`src/rtl/updown_judge.sv`:
```
// updown_judge: up/down number-guessing game controller.
// Draws a secret target in 1..99 from an external pseudo-random source by
// rejection sampling, scores player guesses with up/down/correct hints,
// counts tries and declares a win or a loss.
module updown_judge #(
  parameter int unsigned MAX_TRIES = 7
) (
  input  logic       clk,
  input  logic       reset,
  input  logic [6:0] random,
  input  logic       start,
  input  logic       guess_valid,
  input  logic [6:0] guess,
  output logic       busy,
  output logic       result_valid,
  output logic       hint_up,
  output logic       hint_down,
  output logic       correct,
  output logic       invalid,
  output logic [3:0] tries,
  output logic       won,
  output logic       lost,
  output logic [6:0] target
);

  localparam logic [3:0] TRIES_LIMIT = 4'(MAX_TRIES);
  localparam logic [6:0] VALUE_MAX   = 7'd99;

  typedef enum logic [2:0] {
    IDLE,
    DRAW,
    PLAY,
    WIN,
    LOSE
  } state_t;

  state_t     state_q, state_d;
  logic [6:0] target_q, target_d;
  logic [3:0] tries_q, tries_d;
  logic       rv_q, rv_d;
  logic       up_q, up_d;
  logic       down_q, down_d;
  logic       correct_q, correct_d;
  logic       invalid_q, invalid_d;

  logic       random_ok;
  logic       guess_ok;
  logic [3:0] tries_inc;

  assign random_ok = (random != '0) && (random <= VALUE_MAX);
  assign guess_ok  = (guess != '0) && (guess <= VALUE_MAX);
  assign tries_inc = tries_q + 4'd1;

  // State register and all registered game outputs; reset overrides everything.
  always_ff @(posedge clk) begin
    if (reset) begin
      state_q   <= IDLE;
      target_q  <= '0;
      tries_q   <= '0;
      rv_q      <= 1'b0;
      up_q      <= 1'b0;
      down_q    <= 1'b0;
      correct_q <= 1'b0;
      invalid_q <= 1'b0;
    end else begin
      state_q   <= state_d;
      target_q  <= target_d;
      tries_q   <= tries_d;
      rv_q      <= rv_d;
      up_q      <= up_d;
      down_q    <= down_d;
      correct_q <= correct_d;
      invalid_q <= invalid_d;
    end
  end

  // Next-state and next-output logic; hints and tries hold unless updated.
  always_comb begin
    state_d   = state_q;
    target_d  = target_q;
    tries_d   = tries_q;
    rv_d      = 1'b0;
    up_d      = up_q;
    down_d    = down_q;
    correct_d = correct_q;
    invalid_d = invalid_q;

    unique case (state_q)
      IDLE: begin
        if (start) begin
          state_d   = DRAW;
          target_d  = '0;
          tries_d   = '0;
          up_d      = 1'b0;
          down_d    = 1'b0;
          correct_d = 1'b0;
          invalid_d = 1'b0;
        end
      end

      DRAW: begin
        // Out-of-range samples are simply retried next cycle.
        if (random_ok) begin
          state_d  = PLAY;
          target_d = random;
          tries_d  = '0;
        end
      end

      PLAY: begin
        if (guess_valid) begin
          rv_d = 1'b1;
          if (!guess_ok) begin
            invalid_d = 1'b1;
            up_d      = 1'b0;
            down_d    = 1'b0;
            correct_d = 1'b0;
          end else begin
            invalid_d = 1'b0;
            tries_d   = tries_inc;
            up_d      = (guess < target_q);
            down_d    = (guess > target_q);
            correct_d = (guess == target_q);
            if (guess == target_q) begin
              state_d = WIN;
            end else if (tries_inc == TRIES_LIMIT) begin
              state_d = LOSE;
            end
          end
        end
      end

      WIN, LOSE: begin
        if (start) begin
          state_d   = DRAW;
          target_d  = '0;
          tries_d   = '0;
          up_d      = 1'b0;
          down_d    = 1'b0;
          correct_d = 1'b0;
          invalid_d = 1'b0;
        end
      end

      default: state_d = IDLE;
    endcase
  end

  assign busy         = (state_q == DRAW) || (state_q == PLAY);
  assign won          = (state_q == WIN);
  assign lost         = (state_q == LOSE);
  assign target       = (won || lost) ? target_q : '0;
  assign result_valid = rv_q;
  assign hint_up      = up_q;
  assign hint_down    = down_q;
  assign correct      = correct_q;
  assign invalid      = invalid_q;
  assign tries        = tries_q;

endmodule

```
`config.mk`:
```
export PLATFORM = sky130hd
export DESIGN_NAME = updown_judge
export DESIGN_NICKNAME = d
export VERILOG_FILES = /design/src/rtl/updown_judge.sv
export SDC_FILE = /design/constraint.sdc
export NUM_CORES = 1
export LEC_CHECK = 0
export ABC_AREA = 0
export ABC_CLOCK_PERIOD_IN_PS = 2120
export CORE_MARGIN = 2
export CORE_UTILIZATION = 47
export DETAILED_ROUTE_END_ITERATION = 16
export PLACE_DENSITY = 0.79
export SLEW_MARGIN = 15
export SYNTH_ARGS = -nofsm -noshare
export SYNTH_HDL_FRONTEND = slang
export SYNTH_SLANG_ARGS = --single-unit
```
`constraint.sdc`:
```
create_clock -name clk -period 2.12 [get_ports clk]
set_clock_uncertainty 0.05 [all_clocks]
set_input_delay 0.212 -clock clk [delete_from_list [all_inputs] [get_ports clk]]
set_output_delay 0.212 -clock clk [all_outputs]
set_load 0.01 [all_outputs]
```
Yosys cells after proc, flatten, opt, wreduce, memory -nomap -nowiden

Index checks and enable logic that the tools add are counted.
Widths: inputs -> output; s select.

Bits in registers: 19
Input port bits: 18
Output and inout port bits: 19

Add/sub/neg operators: 1
Order comparisons: 4
Eq/ne operators: 11
Mux-type cells: 30
Bitwise gates (word level): 1
Reductions and logical operators: 16

Operators by type and width:

| kind                | number |
|---|---|
| $mux 7              | 3 |
| $mux 3              | 6 |
| $mux 4              | 4 |
| $le 7x7->1 const B  | 2 |
| $pmux 7 s2          | 1 |
| $reduce_bool 7->1   | 2 |
| $pmux 4 s3          | 1 |
| $mux 1              | 10 |
| $reduce_and 5->1    | 2 |
| $pmux 3 s3          | 1 |
| $pmux 1 s2          | 4 |
| $eq 7x7->1          | 1 |
| $gt 7x7->1          | 1 |
| $lt 7x7->1          | 1 |
| $eq 3x2->1 const B  | 2 |
| $ne 2x2->1 const B  | 3 |
| $reduce_and 3->1    | 2 |
| $add 4x1->4 const B | 1 |
| $eq 4x3->1 const B  | 1 |
| $reduce_bool 2->1   | 2 |
| $eq 3x1->1 const B  | 1 |
| $eq 3x3->1 const B  | 1 |
| $logic_not 3->1     | 1 |
| $ne 3x3->1 const B  | 1 |
| 7 further kinds     | 9 |

Longest topological paths before layout

Gate-level depths: netlist of the first run.

Depth after elaboration: 7
Mapped depth: 7

Worst setup path after synthesis of the first run

Ideal clock, no wire load.

Path kind: input to register
Start point: input port random[5]
End point: register tries_q[3] (netlist: tries[3])
Setup time: 88 ps
Arrival: 1595 ps
Required time: 1982 ps
Path slack: 387 ps
Stages on the path: 5
Cell sequence: or4_1 > o41ai_2 > a211oi_2 > and2_4 > a311oi_2

Longest elaborated chain between the ends: 4
Elaborated cells on any way between the ends: 5
Those cells by class: 1 x order compare; 1 x eq/ne; 3 x reduce/logical

RTL lines:

| element                                         | line | source |
|---|---|---|
| start, declared                                 | 10   | `input logic [6:0] random,` |
| $le 7x7->1 or $reduce_bool 7->1 (tied branches) | 50   | `assign random_ok = (random != '0) && (random <= VALUE_MAX);` |
| $logic_and 1x1->1 (*)                           | 50   |  |
| $ne 2x2->1 (no line) (*)                        | n/a  |  |
| $reduce_and 5->1 (no line) (*)                  | n/a  |  |
| end signal, assigned                            | 68   | `tries_q <= tries_d;` |
| end, declared                                   | 39   | `logic [3:0] tries_q, tries_d;` |

Every way passes the cells marked *; elsewhere a longest branch is shown, timed or not.
A chain may end at the register's enable or synchronous reset.

Worst setup path in the final report of the first run

Start point: register state_q[0]
End point: output port target[1]

Longest elaborated chain between the ends: 3
Elaborated cells on any way between the ends: 4
Those cells by class: 2 x eq/ne; 1 x mux; 1 x reduce/logical

RTL lines:

| element                                  | line     | source |
|---|---|---|
| start, declared                          | 37       | `state_t state_q, state_d;` |
| start signal, assigned                   | 66       | `state_q <= state_d;` |
| $eq 3x2->1 or $eq 3x3->1 (tied branches) | 150, 151 |  |
| $logic_or 1x1->1 (*)                     | 152      | `assign target = (won \|\| lost) ? target_q : '0;` |
| $mux 7 (*)                               | 152      |  |
| end, declared                            | 23       | `output logic [6:0] target` |

Marked as above.

==> results.toml, run 1 <==
[detailed_routing]
wl_um = 3540
drtIter0Drc = 31
ant_nets = 0
drcViolationCount = 0
wl_per_cell_um = 14.4
vias = 1409
viasPerCell = 5.73
firstDrtPassIters = 4

[setup_path]
required_ns = 1.86
cp-start-kind = "register"
cp.arrival_ns = 1.78
path_class = "reg2out"
crit_fanout = 11
reg2reg_slack_ns = 0.22
crit_path_end_kind = "primary output"

[die]
rows = 18
dieWidth_um = 55.9
die_y_um = 55.9
initial_core_util_pct = 50.2
die_area_mm2 = 0.00313
ios = 37
core_area_mm2 = 0.00252

[final_layout]
fin_nets = 244
fin_area_mm2 = 0.00186
register_area_um2 = 389
final_util_pct = 73.8
area.growth.synth_to_final_pct = 47.0
drive_gt1_share_pct = 19.9
fillCellCount = 186
antenna_cells = 0
layout.cells.non_filler = 246
multi_input_area_um2 = 832

[clock_network]
numClockSinks = 19
cts_buffer_depth = 2
clk_pin_slew_ns = 0.12
htree_num_levels = 1
cts_tree = "yes"
clockRootBuffer = "clkbuf_4"
cts_hold_buffers = 0
post_cts_buffers = 0
cts_made_buffers = 3
insertion_delay_ns = 0.30

[synth]
yosysWarnings = 0
avgSynthCellArea_um2 = 7.96
synthFlopType = "dfxtp_1"
yosysTopAreaCell = "dfxtp_1"
synth_edf_count = 0
yosysUniqueCellTypes = 44
synth-seq-area-share_pct = 30.0
synthArstFlopShare_pct = 0
syn_area_mm2 = 0.00127
synth-seq-cells = 19
syn_inst = 159
yosysTopAreaCellShare_pct = 30.0
synthesis.nets = 186
synth_area_leaders = "dfxtp_1, ha_1, a21oi_1"

[sta]
tightestPinTransition_ns = 0.565
whs_ns = 0.426
maxSlewHeadroom_pct = 62.3
grt_setup_unrepaired = "no"
report.final.slew_viol_count = 0
period_needed_ns = 2.04
hold_viol = 0
fin_crit_sh_pct = 96.2
fin_setup_tns_ns = 0
max_freq_mhz = 490
setup_viol = 0

[power]
p_per_area_mw_per_mm2 = 784
p_leak_uw = 0.000790
ir_worst_vdd_mv = 0.747

[placed_design]
hpwl_um = 2860
dpl_cell_area_mm2 = 0.00181
port-buffer-count = 36
place_congestion = 0.979
place_inst = 242

[grt]
grt_pass1_wl_um = 5940
grt_max_degree = 15
grt_antenna_before_repair = 0
grt.overflow.total = 0
grt_pass1_vias = 1351
grt_usage_pct = 23.3

[flow_run]
drv_cap = 0

[run_status]
status = "completed"

[hold_path]
hold_path_class = "reg2reg"
-- placed cells by master, fill, tap and decap left out, types with 5 or more instances in the layout --
cell / Yosys / routed
nand3_1: 11 / 11
inv_1: 10 / 10
a21oi_1: 18 / 18
buf_4: 0 / 22
nand2b_1: 5 / 5
dfxtp_1: 19 / 16
ha_1: 9 / 9
o21ai_0: 5 / 5
nor2_1: 14 / 14
nand2_1: 18 / 18
dlymetal6s2s_1: 0 / 5
clkdlybuf4s50_1: 0 / 31
-- worst max-delay path, stage by stage, from the launching register on --
cell and delay [ns]:
dfxtp_4 0.43, and3b_1 0.21, nor2_1 0.06, buf_4 0.16, nor2_1 0.08, clkdlybuf4s50_1 0.54
-- state kept, by name (all words and copies together) (netlist names) --
register and cells:
tries 4, state_q 3, target_q 7, result_valid 1
invalid 1, correct 1, hint_down 1, hint_up 1
-- synth_stat cells (all sizes together), types with 2 or more instances --
cell type and n:
nor3 3, o311ai 2, nor2 14, nor2b 3
nand2b 5, a31oi 2, o41ai 2, and3b 2
or2 3, buf 2, or4 2, a211oi 3
ha 9, a21oi 18, o21ai 6, clkbuf 3
nand3 11, nand3b 2, nand2 18, dfxtp 19
nor3b 3, inv 10
-- per-stage QoR --
step | total power, µW | setup slack (ns)
final | 1460 | 0.0800
after global routing | 1560 | 0.00237
after CTS | 1450 | 0.00665
after detailed placement | 1260 | -0.184
after global placement | 1230 | -0.121
after floorplan | 956 | 0.387
-- per-layer routing --
metal  share of wire, %  GRT usage [%]
met1                 44           29.3
met3                4.2           3.02
met5                  0              0
met4                1.3           9.18
met2                 50           40.3
-- worst paths after layout --
check	startpoint	end	cells after the start
worst max-delay path	state_q[0]	target[1]	5
worst min-delay path	target_q[3]	target_q[3]	2
worst max register to register	state_q[1]	tries[3]	6
worst min register to register	target_q[3]	target_q[3]	2
-- cell type report --
class                      instances  area share, %
timing repair buffer              58           28.9
multi-input combinational        125           44.7
sequential                        19           20.9
inverter                          10           2.02
clock inverter                     1          0.269
clock buffer                       3           1.21
tap                               30           2.02
-- cells by family after synthesis --
group | after synthesis | share of synthesized area [%]
compound gates | 43 | 25.5
buf+inv | 15 | 4.64
flops | 19 | 30.0
mux | 1 | 0.889
simple gates | 72 | 30.0
fa+ha+maj | 9 | 8.89
-- where the power goes --
part | internal [µW] | switching, µW
Combinational | 363 | 422
Sequential | 419 | 70.7
Clock | 70.2 | 115
Total | 852 | 608
-- repair_timing --
action | 4_1_cts | 5_1_grt
endpoints found under the setup margin | 7 | 7
gates resized for setup | 4 | 7
endpoints found under the hold margin | 0 | 0
Power figures use the tool's default switching activity.
==> run 2, diff against run 1 <==
Settings changed: CORE_UTILIZATION 47 to 49, CTS_BUF_LIST set to sky130_fd_sc_hd__clkbuf_2 sky130_fd_sc_hd__clkbuf_4 sky130_fd_sc_hd__clkbuf_8, CTS_CLUSTER_DIAMETER set to 60, PLACE_DENSITY 0.79 to 0.82, SETUP_SLACK_MARGIN set to 0.15.
==> results.toml, run 2 (synthesis results as in run 1) <==
[placed_design]
place_congestion = 1.00
hpwl_um = 3000
dpl_cell_area_mm2 = 0.00182
port-buffer-count = 36

[setup_path]
cpMaxStageDelayCell = "clkdlybuf4s50_1"
cp.buffers_inverters = 2
cp-start-kind = "primary input"
critPathTopFamily = "buffers and inverters"
r2r-end = "state_q[0]"
crit_end = "state_q[0]"
crit_chain = "clkdlybuf4s50_1, buf_4, ha_1, nand4_1, or2_4, o21ai_1, a21oi_2, a2111oi_2"
required_ns = 2.25
reg2reg_slack_ns = 0.21
crit_fanout = 4
crit_start = "guess[5]"
r2r_start = "state_q[1]"
crit_path_end_kind = "register"
ff2ff_path_depth = 5
max_stage_delay_ns = 0.45
cp_num_cells = 8
path_class = "in2reg"
cp.arrival_ns = 2.09

[grt]
met3_usage_pct = 4.64
grt_pass1_vias = 1338
grt_max_degree = 14
grt_usage_pct = 27.4
grt_pass1_wl_um = 5900
top_usage_layer = "met2"
met2_usage_pct = 49.8
met1_usage_pct = 31.2
grt.overflow.total = 0
grt_antenna_before_repair = 0

[final_layout]
largest_reg_flops = 7
largest-register = "target_q"
layout_common_cells = "buf_4, clkdlybuf4s50_1, nand2_1"
antenna_cells = 0
drive_gt1_share_pct = 27.0
fin_nets = 250
fin_area_mm2 = 0.00201
final_common_cell = "buf_4"
final_util_pct = 81.8
area.growth.synth_to_final_pct = 58.5

[flow_run]
drv_cap = 0

[die]
die_area_mm2 = 0.00301
ios = 37
initial_core_util_pct = 51.6
dieWidth_um = 54.8
core_area_mm2 = 0.00245
die_y_um = 54.8
rows = 18

[detailed_routing]
wl_um = 4260
drcViolationCount = 0
ant_nets = 0
drtIter0Drc = 60
vias = 1527
viasPerCell = 6.06
wl_per_cell_um = 16.9
firstDrtPassIters = 4

[sta]
fin_crit_sh_pct = 92.5
fin_setup_tns_ns = 0
whs_ns = 0.162
grt_setup_unrepaired = "yes"
max_freq_mhz = 510
setup_viol = 0
tightestPinTransition_ns = 0.719
maxSlewHeadroom_pct = 52.0
report.final.slew_viol_count = 0
hold_viol = 0
period_needed_ns = 1.96

[clock_network]
cts_tree = "yes"
htree_num_levels = 1
clk_pin_slew_ns = 0.11
numClockSinks = 19
cts_made_buffers = 3
insertion_delay_ns = 0.30
clockRootBuffer = "clkbuf_4"
cts_buffer_depth = 2

[hold_path]
hold_path_class = "in2reg"
min_from = "random[0]"

[power]
p_leak_uw = 0.000877
power.total_uw = 1620
p_per_area_mw_per_mm2 = 807
ir_worst_vdd_mv = 0.673

[run_status]
status = "completed"
[run 2: changes by cell type in the layout (fill, tap and decap cells not counted), sizes merged]
cell / previous run / this run
buf: 22 / 28
clkbuf: 3 / 4
clkdlybuf4s50: 31 / 24
clkinv: 1 / 0
dlygate4sd2: 0 / 3
dlymetal6s2s: 5 / 9
[run 2: tightest hold or removal path, stage by stage]
cell and delay, ns:
dlymetal6s2s_1 0.14, nand2_1 0.07, a21oi_1 0.05
[run 2: worst min-delay path by stage]
stage          depth (start not counted)           to  slack, ns
6_report                               3  target_q[0]       0.16
5_1_grt                                3  target_q[1]       0.16
4_1_cts                                2  target_q[4]       0.43
3_5_place_dp                           2  target_q[4]       0.41
3_3_place_gp                           2    hint_down       0.39
2_1_floorplan                          2  target_q[1]       0.30
[run 2: per-layer routing]
metal	vias up	share of wire (%)
met2	75	50
met4	0	2.6
met5	-	0
met1	737	41
met3	14	6.3
li1	701	-
[run 2: cell type report]
cell class	instances	area [µm²]
Multi-Input combinational cell	125	908
Timing Repair Buffer	64	602
Fill cell	149	448
Sequential cell	19	392
Inverter	10	37.5
Tap cell	30	37.5
Clock buffer	4	30.0
[run 2: through the flow]
step / worst slack, ns / instances
floorplan: 0.387 / 159
global route: 0.0956 / 252
CTS: 0.146 / 249
detailed placement: -0.166 / 244
global placement: -0.0763 / 244
finish: 0.159 / 252
[run 2: where the power goes]
| part | switching (µW) | total (µW) | internal, µW |
|---|---|---|---|
| Clock | 115 | 201 | 86.1 |
| Sequential | 66.1 | 491 | 425 |
| Combinational | 495 | 928 | 433 |
| Total | 676 | 1620 | 944 |
[run 2: repair_timing]
action,in CTS,in global routing
hold buffers,0,0
gates resized for setup,16,21
endpoints found under the setup margin,10,14
pin swaps,1,9
setup buffers,1,3
==> run 3, diff against run 2 <==
Settings changed: ABC_AREA 0 to unset.
==> results of run 3 <==
The final DEF is identical to that of run 2; final timing and power are the same.
